### src/rtl/fpdiv_issue_if.sv
// Request and issue buses of the FP divide/sqrt issue stage; master is the environment side, slave is the issue stage.
// Request: a beat transfers on an edge where req_en && req_rdy, and req_rdy never depends on req_en.
// Issue: start_process is a one-cycle pulse raised only while div_rdy is high; every issued field is valid in that cycle.
interface fpdiv_issue_if #(
   parameter int II_WIDTH = 10
);
   logic                req_en;
   logic                req_rdy;
   logic                req_is_root;
   logic [2:0]          req_type;
   logic [2:0]          req_rmode;
   logic [8:0]          req_reg;
   logic [II_WIDTH-1:0] req_II;
   logic [12:0]         req_oper;
   logic                req_signA;
   logic                req_signB;
   logic [15:0]         req_expA;
   logic [15:0]         req_expB;
   logic [63:0]         req_manA;
   logic [63:0]         req_manB;
   logic                div_rdy;
   logic                start_process;
   logic [4:0]          step_cnt;
   logic [2:0]          type_;
   logic                is_root;
   logic [2:0]          rmode;
   logic [8:0]          reg_out;
   logic [II_WIDTH-1:0] outII_out;
   logic [12:0]         oper_out;
   logic [64:0]         normA;
   logic [64:0]         normB;
   logic [16:0]         expA;
   logic [16:0]         expB;
   logic [1:0]          nsignA;
   logic [1:0]          nsignB;

   modport master (
      output req_en, req_is_root, req_type, req_rmode, req_reg, req_II, req_oper,
             req_signA, req_signB, req_expA, req_expB, req_manA, req_manB, div_rdy,
      input  req_rdy, start_process, step_cnt, type_, is_root, rmode, reg_out,
             outII_out, oper_out, normA, normB, expA, expB, nsignA, nsignB
   );

   modport slave (
      input  req_en, req_is_root, req_type, req_rmode, req_reg, req_II, req_oper,
             req_signA, req_signB, req_expA, req_expB, req_manA, req_manB, div_rdy,
      output req_rdy, start_process, step_cnt, type_, is_root, rmode, reg_out,
             outII_out, oper_out, normA, normB, expA, expB, nsignA, nsignB
   );
endinterface

### src/rtl/fpdiv_issue.sv
// Issue stage for the FP divider: buffers requests, normalizes both mantissas,
// then hands one operation at a time to the divider with a single-cycle start pulse.
module fpdiv_issue #(
   parameter int II_WIDTH = 10,
   parameter int DEPTH    = 2
) (
   input  logic         clk,
   input  logic         rst,
   input  logic         except,
   fpdiv_issue_if.slave bus,
   output logic [1:0]   o_dbg_state
);
   localparam int AW = $clog2(DEPTH);
   localparam int EW = 191 + II_WIDTH;
   localparam logic [AW:0] PTR_ONE = (AW+1)'(1);

   typedef enum logic [1:0] {IDLE, NORM, ISSUE, WAIT} state_t;

   state_t              r_state, w_next;
   logic [EW-1:0]       r_fifo [DEPTH];
   logic [AW:0]         r_wr_ptr, r_rd_ptr;
   logic                w_full, w_empty, w_push, w_pop, w_start, w_load;
   logic [EW-1:0]       w_wdata;

   logic                w_h_is_root, w_h_sign_a, w_h_sign_b;
   logic [2:0]          w_h_type, w_h_rmode;
   logic [8:0]          w_h_reg;
   logic [II_WIDTH-1:0] w_h_ii;
   logic [12:0]         w_h_oper;
   logic [15:0]         w_h_exp_a, w_h_exp_b;
   logic [63:0]         w_h_man_a, w_h_man_b;

   logic                r_is_root, r_sign_a, r_sign_b, r_spec_a, r_spec_b;
   logic [2:0]          r_type, r_rmode;
   logic [8:0]          r_reg;
   logic [II_WIDTH-1:0] r_ii;
   logic [12:0]         r_oper;
   logic [63:0]         r_man_a, r_man_b;
   logic [16:0]         r_exp_a, r_exp_b;
   logic                r_seen_low;
   logic [4:0]          r_wait_cnt;

   logic                w_coarse_a, w_coarse_b;
   logic [3:0]          w_lz_a, w_lz_b;
   logic [63:0]         w_fman_a, w_fman_b;
   logic [16:0]         w_fexp_a, w_fexp_b, w_nexp_a, w_nexp_b;
   logic [64:0]         w_norm_a, w_norm_b;
   logic [4:0]          w_step;

   logic                r_o_is_root;
   logic [4:0]          r_o_step;
   logic [2:0]          r_o_type, r_o_rmode;
   logic [8:0]          r_o_reg;
   logic [II_WIDTH-1:0] r_o_ii;
   logic [12:0]         r_o_oper;
   logic [64:0]         r_o_norm_a, r_o_norm_b;
   logic [16:0]         r_o_exp_a, r_o_exp_b;
   logic [1:0]          r_o_nsign_a, r_o_nsign_b;

   function automatic logic [3:0] lz16(input logic [15:0] v);
      logic [3:0] n;
      n = 4'd0;
      for (int i = 0; i < 16; i++) begin
         if (v[i]) n = 4'(15 - i);
      end
      return n;
   endfunction

   // Exponents are 17-bit two's complement; denormals count as exponent 1, zeros as 0.
   function automatic logic [16:0] init_exp(input logic [15:0] e, input logic [63:0] m);
      if (m == 64'd0)      return 17'd0;
      else if (e == 16'd0) return 17'd1;
      else                 return {1'b0, e};
   endfunction

   assign w_empty = (r_wr_ptr == r_rd_ptr);
   assign w_full  = (r_wr_ptr[AW] != r_rd_ptr[AW]) && (r_wr_ptr[AW-1:0] == r_rd_ptr[AW-1:0]);
   assign w_push  = bus.req_en && !w_full && !except;
   assign w_pop   = (r_state == IDLE) && !w_empty && !except;
   assign w_wdata = {bus.req_is_root, bus.req_type, bus.req_rmode, bus.req_reg, bus.req_II,
                     bus.req_oper, bus.req_signA, bus.req_signB, bus.req_expA, bus.req_expB,
                     bus.req_manA, bus.req_manB};
   assign {w_h_is_root, w_h_type, w_h_rmode, w_h_reg, w_h_ii, w_h_oper, w_h_sign_a, w_h_sign_b,
           w_h_exp_a, w_h_exp_b, w_h_man_a, w_h_man_b} = r_fifo[r_rd_ptr[AW-1:0]];

   always_ff @(posedge clk) begin
      if (w_push) r_fifo[r_wr_ptr[AW-1:0]] <= w_wdata;
   end

   always_ff @(posedge clk or negedge rst) begin
      if (!rst) begin
         r_wr_ptr <= '0;
         r_rd_ptr <= '0;
      end else if (except) begin
         r_wr_ptr <= '0;
         r_rd_ptr <= '0;
      end else begin
         if (w_push) r_wr_ptr <= r_wr_ptr + PTR_ONE;
         if (w_pop)  r_rd_ptr <= r_rd_ptr + PTR_ONE;
      end
   end

   // Inf/NaN and zero operands never shift; the other operand keeps going on its own.
   assign w_coarse_a = !r_spec_a && (r_man_a != 64'd0) && (r_man_a[63:48] == 16'd0);
   assign w_coarse_b = !r_spec_b && (r_man_b != 64'd0) && (r_man_b[63:48] == 16'd0);
   assign w_lz_a     = (r_spec_a || r_man_a == 64'd0) ? 4'd0 : lz16(r_man_a[63:48]);
   assign w_lz_b     = (r_spec_b || r_man_b == 64'd0) ? 4'd0 : lz16(r_man_b[63:48]);
   assign w_fman_a   = r_man_a << w_lz_a;
   assign w_fman_b   = r_man_b << w_lz_b;
   assign w_fexp_a   = r_exp_a - {13'd0, w_lz_a};
   assign w_fexp_b   = r_exp_b - {13'd0, w_lz_b};
   assign w_load     = (r_state == NORM) && !w_coarse_a && !w_coarse_b && !except;

   // An even biased exponent is an odd unbiased one: pre-shift right so sqrt sees an even power.
   always_comb begin
      w_norm_a = {w_fman_a, 1'b0};
      w_nexp_a = w_fexp_a;
      w_norm_b = {w_fman_b, 1'b0};
      w_nexp_b = w_fexp_b;
      if (r_is_root) begin
         if (!w_fexp_a[0]) begin
            w_norm_a = {1'b0, w_fman_a};
            w_nexp_a = w_fexp_a + 17'd1;
         end
         w_norm_b = '0;
         w_nexp_b = '0;
      end
   end

   always_comb begin
      case (r_type)
         3'd2:    w_step = 5'd7;
         3'd1:    w_step = 5'd17;
         default: w_step = 5'd14;
      endcase
   end

   always_ff @(posedge clk or negedge rst) begin
      if (!rst) begin
         r_is_root <= 1'b0; r_sign_a <= 1'b0; r_sign_b <= 1'b0;
         r_spec_a  <= 1'b0; r_spec_b <= 1'b0;
         r_type    <= '0;   r_rmode  <= '0;   r_reg    <= '0;
         r_ii      <= '0;   r_oper   <= '0;
         r_man_a   <= '0;   r_man_b  <= '0;   r_exp_a  <= '0;   r_exp_b <= '0;
      end else if (w_pop) begin
         r_is_root <= w_h_is_root; r_sign_a <= w_h_sign_a; r_sign_b <= w_h_sign_b;
         r_spec_a  <= (w_h_exp_a == 16'hffff);
         r_spec_b  <= (w_h_exp_b == 16'hffff);
         r_type    <= w_h_type; r_rmode <= w_h_rmode; r_reg <= w_h_reg;
         r_ii      <= w_h_ii;   r_oper  <= w_h_oper;
         r_man_a   <= w_h_man_a;
         r_man_b   <= w_h_man_b;
         r_exp_a   <= init_exp(w_h_exp_a, w_h_man_a);
         r_exp_b   <= init_exp(w_h_exp_b, w_h_man_b);
      end else if (r_state == NORM && !except) begin
         if (w_coarse_a) begin
            r_man_a <= {r_man_a[47:0], 16'd0};
            r_exp_a <= r_exp_a - 17'd16;
         end
         if (w_coarse_b) begin
            r_man_b <= {r_man_b[47:0], 16'd0};
            r_exp_b <= r_exp_b - 17'd16;
         end
      end
   end

   always_ff @(posedge clk or negedge rst) begin
      if (!rst) begin
         r_o_is_root <= 1'b1;  r_o_step   <= '0;    r_o_type   <= '0;
         r_o_rmode   <= '0;    r_o_reg    <= '0;    r_o_ii     <= '0;
         r_o_oper    <= '0;    r_o_norm_a <= '0;    r_o_norm_b <= '0;
         r_o_exp_a   <= '0;    r_o_exp_b  <= '0;
         r_o_nsign_a <= 2'b01; r_o_nsign_b <= 2'b01;
      end else if (w_load) begin
         r_o_is_root <= r_is_root;
         r_o_step    <= w_step;
         r_o_type    <= (r_type > 3'd2) ? 3'd0 : r_type;
         r_o_rmode   <= r_rmode;
         r_o_reg     <= r_reg;
         r_o_ii      <= r_ii;
         r_o_oper    <= r_oper;
         r_o_norm_a  <= w_norm_a;
         r_o_norm_b  <= w_norm_b;
         r_o_exp_a   <= w_nexp_a;
         r_o_exp_b   <= w_nexp_b;
         r_o_nsign_a <= {1'b0, ~r_sign_a};
         r_o_nsign_b <= {1'b0, ~r_sign_b};
      end
   end

   // WAIT leaves on a low-then-high div_rdy, or after 32 straight high cycles.
   always_ff @(posedge clk or negedge rst) begin
      if (!rst) begin
         r_seen_low <= 1'b0;
         r_wait_cnt <= '0;
      end else if (w_start) begin
         r_seen_low <= 1'b0;
         r_wait_cnt <= '0;
      end else if (r_state == WAIT) begin
         if (!bus.div_rdy) begin
            r_seen_low <= 1'b1;
            r_wait_cnt <= '0;
         end else begin
            r_wait_cnt <= r_wait_cnt + 5'd1;
         end
      end
   end

   always_ff @(posedge clk or negedge rst) begin
      if (!rst) r_state <= IDLE;
      else      r_state <= w_next;
   end

   always_comb begin
      w_next  = r_state;
      w_start = 1'b0;
      if (except) begin
         w_next = IDLE;
      end else begin
         case (r_state)
            IDLE:  if (!w_empty) w_next = NORM;
            NORM:  if (!w_coarse_a && !w_coarse_b) w_next = ISSUE;
            ISSUE: if (bus.div_rdy) begin
                      w_next  = WAIT;
                      w_start = 1'b1;
                   end
            WAIT:  if (bus.div_rdy && (r_seen_low || r_wait_cnt == 5'd31)) w_next = IDLE;
            default: w_next = IDLE;
         endcase
      end
   end

   assign bus.req_rdy       = !w_full;
   assign bus.start_process = w_start;
   assign bus.step_cnt      = r_o_step;
   assign bus.type_         = r_o_type;
   assign bus.is_root       = r_o_is_root;
   assign bus.rmode         = r_o_rmode;
   assign bus.reg_out       = r_o_reg;
   assign bus.outII_out     = r_o_ii;
   assign bus.oper_out      = r_o_oper;
   assign bus.normA         = r_o_norm_a;
   assign bus.normB         = r_o_norm_b;
   assign bus.expA          = r_o_exp_a;
   assign bus.expB          = r_o_exp_b;
   assign bus.nsignA        = r_o_nsign_a;
   assign bus.nsignB        = r_o_nsign_b;
   assign o_dbg_state       = r_state;
endmodule
### src/flat_wrapper.sv
// flat-port wrapper written by rule: the top's interface ports become plain ports
module fpdiv_issue_flat 
#(
   parameter int II_WIDTH = 10,
   parameter int DEPTH    = 2
)
  (clk, rst, except, o_dbg_state, bus_req_en, bus_req_is_root, bus_req_type, bus_req_rmode, bus_req_reg, bus_req_II, bus_req_oper, bus_req_signA, bus_req_signB, bus_req_expA, bus_req_expB, bus_req_manA, bus_req_manB, bus_div_rdy, bus_req_rdy, bus_start_process, bus_step_cnt, bus_type_, bus_is_root, bus_rmode, bus_reg_out, bus_outII_out, bus_oper_out, bus_normA, bus_normB, bus_expA, bus_expB, bus_nsignA, bus_nsignB);
  fpdiv_issue_if #(.II_WIDTH(II_WIDTH)) bus_i ();
  input  logic clk;
  input  logic rst;
  input  logic except;
  output logic [1:0] o_dbg_state;
  input wire logic [$bits(bus_i.req_en)-1:0] bus_req_en;
  input wire logic [$bits(bus_i.req_is_root)-1:0] bus_req_is_root;
  input wire logic [$bits(bus_i.req_type)-1:0] bus_req_type;
  input wire logic [$bits(bus_i.req_rmode)-1:0] bus_req_rmode;
  input wire logic [$bits(bus_i.req_reg)-1:0] bus_req_reg;
  input wire logic [$bits(bus_i.req_II)-1:0] bus_req_II;
  input wire logic [$bits(bus_i.req_oper)-1:0] bus_req_oper;
  input wire logic [$bits(bus_i.req_signA)-1:0] bus_req_signA;
  input wire logic [$bits(bus_i.req_signB)-1:0] bus_req_signB;
  input wire logic [$bits(bus_i.req_expA)-1:0] bus_req_expA;
  input wire logic [$bits(bus_i.req_expB)-1:0] bus_req_expB;
  input wire logic [$bits(bus_i.req_manA)-1:0] bus_req_manA;
  input wire logic [$bits(bus_i.req_manB)-1:0] bus_req_manB;
  input wire logic [$bits(bus_i.div_rdy)-1:0] bus_div_rdy;
  output wire logic [$bits(bus_i.req_rdy)-1:0] bus_req_rdy;
  output wire logic [$bits(bus_i.start_process)-1:0] bus_start_process;
  output wire logic [$bits(bus_i.step_cnt)-1:0] bus_step_cnt;
  output wire logic [$bits(bus_i.type_)-1:0] bus_type_;
  output wire logic [$bits(bus_i.is_root)-1:0] bus_is_root;
  output wire logic [$bits(bus_i.rmode)-1:0] bus_rmode;
  output wire logic [$bits(bus_i.reg_out)-1:0] bus_reg_out;
  output wire logic [$bits(bus_i.outII_out)-1:0] bus_outII_out;
  output wire logic [$bits(bus_i.oper_out)-1:0] bus_oper_out;
  output wire logic [$bits(bus_i.normA)-1:0] bus_normA;
  output wire logic [$bits(bus_i.normB)-1:0] bus_normB;
  output wire logic [$bits(bus_i.expA)-1:0] bus_expA;
  output wire logic [$bits(bus_i.expB)-1:0] bus_expB;
  output wire logic [$bits(bus_i.nsignA)-1:0] bus_nsignA;
  output wire logic [$bits(bus_i.nsignB)-1:0] bus_nsignB;
  assign bus_i.req_en = bus_req_en;
  assign bus_i.req_is_root = bus_req_is_root;
  assign bus_i.req_type = bus_req_type;
  assign bus_i.req_rmode = bus_req_rmode;
  assign bus_i.req_reg = bus_req_reg;
  assign bus_i.req_II = bus_req_II;
  assign bus_i.req_oper = bus_req_oper;
  assign bus_i.req_signA = bus_req_signA;
  assign bus_i.req_signB = bus_req_signB;
  assign bus_i.req_expA = bus_req_expA;
  assign bus_i.req_expB = bus_req_expB;
  assign bus_i.req_manA = bus_req_manA;
  assign bus_i.req_manB = bus_req_manB;
  assign bus_i.div_rdy = bus_div_rdy;
  assign bus_req_rdy = bus_i.req_rdy;
  assign bus_start_process = bus_i.start_process;
  assign bus_step_cnt = bus_i.step_cnt;
  assign bus_type_ = bus_i.type_;
  assign bus_is_root = bus_i.is_root;
  assign bus_rmode = bus_i.rmode;
  assign bus_reg_out = bus_i.reg_out;
  assign bus_outII_out = bus_i.outII_out;
  assign bus_oper_out = bus_i.oper_out;
  assign bus_normA = bus_i.normA;
  assign bus_normB = bus_i.normB;
  assign bus_expA = bus_i.expA;
  assign bus_expB = bus_i.expB;
  assign bus_nsignA = bus_i.nsignA;
  assign bus_nsignB = bus_i.nsignB;
  fpdiv_issue #(.II_WIDTH(II_WIDTH), .DEPTH(DEPTH)) u_core (.clk(clk), .rst(rst), .except(except), .bus(bus_i), .o_dbg_state(o_dbg_state));
endmodule
### config.mk
export PLATFORM = sky130hd
export DESIGN_NAME = fpdiv_issue_flat
export DESIGN_NICKNAME = d
export VERILOG_FILES = /design/src/rtl/fpdiv_issue_if.sv /design/src/rtl/fpdiv_issue.sv /design/src/flat_wrapper.sv
export SDC_FILE = /design/constraint.sdc
export NUM_CORES = 1
export LEC_CHECK = 0
export ABC_CLOCK_PERIOD_IN_PS = 45400
export CAP_MARGIN = 20
export CORE_MARGIN = 2
export CORE_UTILIZATION = 53
export DETAILED_ROUTE_END_ITERATION = 10
export PLACE_DENSITY = 0.85
export SYNTH_ARGS = -nofsm -noshare
export SYNTH_HDL_FRONTEND = slang
export SYNTH_SLANG_ARGS = --single-unit
### constraint.sdc
create_clock -name clk -period 45.4 [get_ports clk]
set_clock_uncertainty 0.15 [all_clocks]
set_input_delay 6.81 -clock clk [delete_from_list [all_inputs] [get_ports clk]]
set_output_delay 6.81 -clock clk [all_outputs]
set_load 0.03 [all_outputs]
==> results.toml, run 1 <==
[power_and_ir_drop]
power_per_cell_area_nw_per_um2 = 75.7
p_total_mw = 3.53
p_leak_nw = 17.2
ir_drop_mv = 0.0501

[timing]
worstMarginPinSlew_ps = 1130
finalCritPeriodShare = 0.346
maxSlewViolCount = 0
rsz0062_at_grt = "no"
setup_violations = 0
hold_violations = 0
max_clock_freq_mhz = 63.6
setup_tns_ps = 0
hold_ws_ps = 274
maxSlewHeadroom = 0.247
min_period_ps = 15710

[clock_network]
htree_num_levels = 3
cts_buffer_depth = 3
cts_sinks = 827
cts_setup_buffers = 0
cts_root_buf = "clkbuf_16"
insertion_delay_ps = 650
cts_made_buffers = 85
clk_pin_slew_ps = 60
holdBufCountCts = 0
cts_tree = "done"
cts_resized = 0

[placed_design]
dp_hpwl_um = 81900
gp_congestion = 0.955
dp.cells = 4610
portBuffers = 418
placed_area_um2 = 43700

[synthesis]
synth_top_family_by_area = "compound AO/OA/AOI/OAI gates"
synth_area_um2 = 38900
async_flop_share = 0.514
yosys.cell_types.count = 83
synth_area_leaders = "edfxtp_1, dfrtp_1, mux2i_1, nand2_1, o221ai_1"
synth_xor_area_frac = 0.0126
synth-edff-count = 402
syn_avg_cell_area_um2 = 11.3
synthSimpleGateAreaFrac = 0.127
synth_adder_area_share = 0.00650
yosys-top-cells-count = "nand2_1, dfrtp_1, edfxtp_1"
postSynthCellCount = 3446
synth_flop_cell = "dfrtp_1"
yosys.area.top_type = "edfxtp_1"
ys_ff_latch = 827
synthMostInstantiatedCell = "nand2_1"
synth_mux_area_frac = 0.0918
yosys.area.top_type_share = 0.310
ys_seq_area_frac = 0.584
yosysWarnings = 0
synth_compound_area_frac = 0.148

[critical_path]
rr_startpoint = "u_core.r_man_b[51]"
cp-start-kind = "primary input"
required_ps = 38440
cp_max_fo = 14
cp-end-kind = "output pin"
setup.worst_path.class = "in2out"
reg2regPathDepth = 17
arrival_ps = 8750
crit_start = "except"

[finish]
nets = 3966
drive_above_1_share = 0.0727
instances_no_fill = 4776
final_area_um2 = 46600
largest_reg_flops = 402
area_growth_syn_to_layout_pct = 19.9
num-fill-cells = 5484

[grt]
grt_usage = 0.307
grt_pass1_wl_um = 177000
grt_pass1_vias = 29300
grt_start_max_net_pins = 217
grt_antenna_before_repair = 28
grt_overflow = 0

[min_path]
min_path_type = "reg2reg"
whs_path_depth = 1
min_from = "u_core.r_sign_b"

[floorplan]
pin_count = 422
num_rows = 99
die_h_um = 275
die_x_um = 275
dieArea_um2 = 75500
core_um2 = 72800
start_util = 0.534

[drt]
drc = 0
wl_per_cell_um = 24.9
vias_per_cell = 6.47
vias = 30900
wl_um = 119000
ant_nets = 0
firstDrtPassIters = 7
drt_iter0_drc = 4095

[run]
cap_violations = 0

[status]
status = "finished, final reports clean"
[kinds of logic after synthesis]
logic type | count (synthesis)
DFF | 827
xor gates and xnor gates | 56
buffers and inverters | 294
adders and majority gates | 19
muxes | 344
other | 1
and+or+nand+nor | 1065
AOI/OAI and AO/OA | 840
[power by group]
group / internal [mW] / switching (mW)
logic: 0.582 / 0.966
registers: 1.00 / 0.270
clock network: 0.411 / 0.299
total: 1.99 / 1.53
[worst max-delay path, cell delays in order]
cell             delay, ps
clkdlybuf4s50_1        670
nand2b_1               330
nor2_1                 220
clkdlybuf4s50_1        720
[per-stage QoR]
step	utilization	worst slack, ps
after global routing	0.640	29600
after global placement	0.600	29720
after floorplan	-	23670
final	0.640	29690
after detailed placement	0.600	29700
after CTS	0.639	29670
[layer usage]
metal / GRT usage / share of wire
met5: 0 / 0.0022
met4: 0.102 / 0.032
met3: 0.0971 / 0.13
met2: 0.443 / 0.43
met1: 0.442 / 0.41
[cells in the final DEF (no fill, tap or decap), drive strengths merged, types with 34 or more instances in the layout]
cell type      Yosys  final
mux2i            276    276
nand4             34     34
nor2b             44     44
nor3              67     67
a21oi            156    156
o21ai            139    139
mux2              66     66
nor2             135    135
a211oi           115    115
nor4              81     81
clkdlybuf4s50      0    417
buf               39     48
and2              40     40
dfrtp            422    422
nand3             71     71
clkbuf           220    119
o221ai           101    101
nand2            499    499
edfxtp           402    402
o22ai            111    111
[layout make-up]
cell class,instances,area (um2),share of cell area
Sequential cell,827,22700,0.487
Multi-Input combinational cell,2327,15100,0.324
Timing Repair Buffer,465,4610,0.0989
Clock buffer,119,2400,0.0514
Antenna cell,5,12.5,0.000268
Clock inverter,39,457,0.00979
Tap cell,959,1200,0.0257
Inverter,35,134,0.00287
[worst paths after layout]
check	to	slack, ps
setup / recovery	bus_start_process	29690
hold / removal	u_core.bus.nsignB[0]	270
setup reg to reg	u_core.bus.expB[11]	39870
hold reg to reg	u_core.bus.nsignB[0]	270
max in group asynchronous	u_core.bus.normA[44]	36900
min in group asynchronous	u_core.o_dbg_state[0]	5990
Power figures use the tool's default switching activity.
==> run 2, diff against run 1 <==
Settings changed: ABC_CLOCK_PERIOD_IN_PS 45400 to 16450.
Clock period 45.4 ns to 16.45 ns, I/O delays scaled along.
==> run 2 against run 1 <==
Against the previous run: cell count barely moved; clock power grew to 2.9 times the previous value; sequential power grew to 2.8 times the previous value.
==> results.toml, run 2 (synthesis results as in run 1) <==
[status]
status = "finished, final reports clean"

[grt]
grt_use_met3 = 0.0939
use_met1 = 0.444
grt_usage = 0.306
grt_pass1_wl_um = 178000
met2_usage = 0.437
grt_start_max_net_pins = 216
top_usage_layer = "met1"
grt_antenna_before_repair = 25
grt_overflow = 0
grt_pass1_vias = 29500

[clock_network]
clk_pin_slew_ps = 60
cts_buffer_depth = 3
cts_tree = "done"
cts_sinks = 827
cts_made_buffers = 85
holdBufCountCts = 0
cts_resized = 0
insertion_delay_ps = 640
htree_num_levels = 3
cts_setup_buffers = 0
cts_root_buf = "clkbuf_16"

[critical_path]
r2r_end = "u_core.bus.expB[13]"
arrival_ps = 4430
crit_buf_inv = 2
crit_start = "except"
reg2regPathDepth = 17
path_delay_family = "buffers and inverters"
crit_top_cell = "clkdlybuf4s50_1"
cp_max_fo = 14
cpPeakStageDelay_ps = 720
rr_startpoint = "u_core.r_man_b[33]"
cp-end-kind = "output pin"
setup.worst_path.class = "in2out"
cp-start-kind = "primary input"
required_ps = 13830
cp_cell_sequence = "clkdlybuf4s50_1 -> nand2b_1 -> nor2_1 -> clkdlybuf4s50_1"
crit_slowest_cell = "clkdlybuf4s50_1"
reg2reg_setup_slack_ps = 10870

[drt]
vias_per_cell = 6.46
wl_um = 118000
ant_nets = 0
drt_iter0_drc = 3806
firstDrtPassIters = 6
drc = 0
vias = 30800
wl_per_cell_um = 24.8

[finish]
area_growth_syn_to_layout_pct = 20.3
final_util = 0.642
most-common-layout-cells = "nand2_1, dfrtp_1, clkdlybuf4s50_1, edfxtp_1, mux2i_1"
layout_commonest_cell = "nand2_1"
drive_above_1_share = 0.0751
nets = 3963
largest_reg_flops = 402

[floorplan]
core_um2 = 72800
dieArea_um2 = 75500
die_h_um = 275
pin_count = 422
num_rows = 99
start_util = 0.534
die_x_um = 275

[run]
cap_violations = 0

[power_and_ir_drop]
p_total_mw = 9.83
ir_drop_mv = 0.160
p_leak_nw = 17.3
power_per_cell_area_nw_per_um2 = 210

[timing]
finalCritPeriodShare = 0.428
maxSlewHeadroom = 0.279
rsz0062_at_grt = "no"
min_period_ps = 7050
worstMarginPinSlew_ps = 1080
setup_violations = 0
maxSlewViolCount = 0
max_clock_freq_mhz = 142
hold_violations = 0
setup_ws_ps = 9400

[placed_design]
dp_slack_ps = 9460
portBuffers = 418
gp_congestion = 0.961
dp_hpwl_um = 80900

[min_path]
hold_end = "u_core.bus.nsignA[0]"
whs_path_depth = 1
min_path_type = "reg2reg"
min_from = "u_core.r_sign_a"
==> run 2: cell types whose count changed in the layout (fill, tap and decap cells not counted), moves of 3 or more <==
cell and change:
buf_4 -3, bufinv_16 +7, clkbuf_1 -7, clkinv_1 -7
clkinv_2 +6
==> run 2: final cells by class <==
cell class	count	area, um2
Clock inverter	46	687
Inverter	35	134
Clock buffer	111	2350
Fill cell	5491	26100
Timing Repair Buffer	462	4580
Multi-Input combinational cell	2327	15100
Antenna cell	5	12.5
Tap cell	959	1200
Sequential cell	827	22700
==> run 2: how the worst max path moves through the flow <==
stage                                endpoint  cells after the start  slack, ps
final                       bus_start_process                      4       9400
after global placement      bus_start_process                      4       9460
after floorplan           u_core.r_fifo[1][0]                      2       -940
after CTS                   bus_start_process                      4       9410
after detailed placement    bus_start_process                      4       9460
after global routing        bus_start_process                      4       9310
==> run 2: report_power, final <==
part	leakage (nW)	switching, mW	internal (mW)
sequential	8.91	0.747	2.76
clock	1.48	0.835	1.24
combinational	6.87	2.65	1.60
total	17.3	4.23	5.60
==> run 2: routing by layer <==
metal	part of all wire	wire [um]
met4	0.032	3810
met1	0.41	48900
met3	0.12	14500
met5	0.0021	244
met2	0.43	50700
==> run 2: per-stage QoR <==
stage	cell area, um2	TNS, ps	hold WS, ps	std cells
2_1_floorplan	38900	-377890	255	3448
3_3_place_gp	43700	0	276	4609
3_5_place_dp	43700	0	308	4609
4_1_cts	46700	0	304	4766
5_1_grt	46800	0	322	4771
6_report	46800	0	304	4772
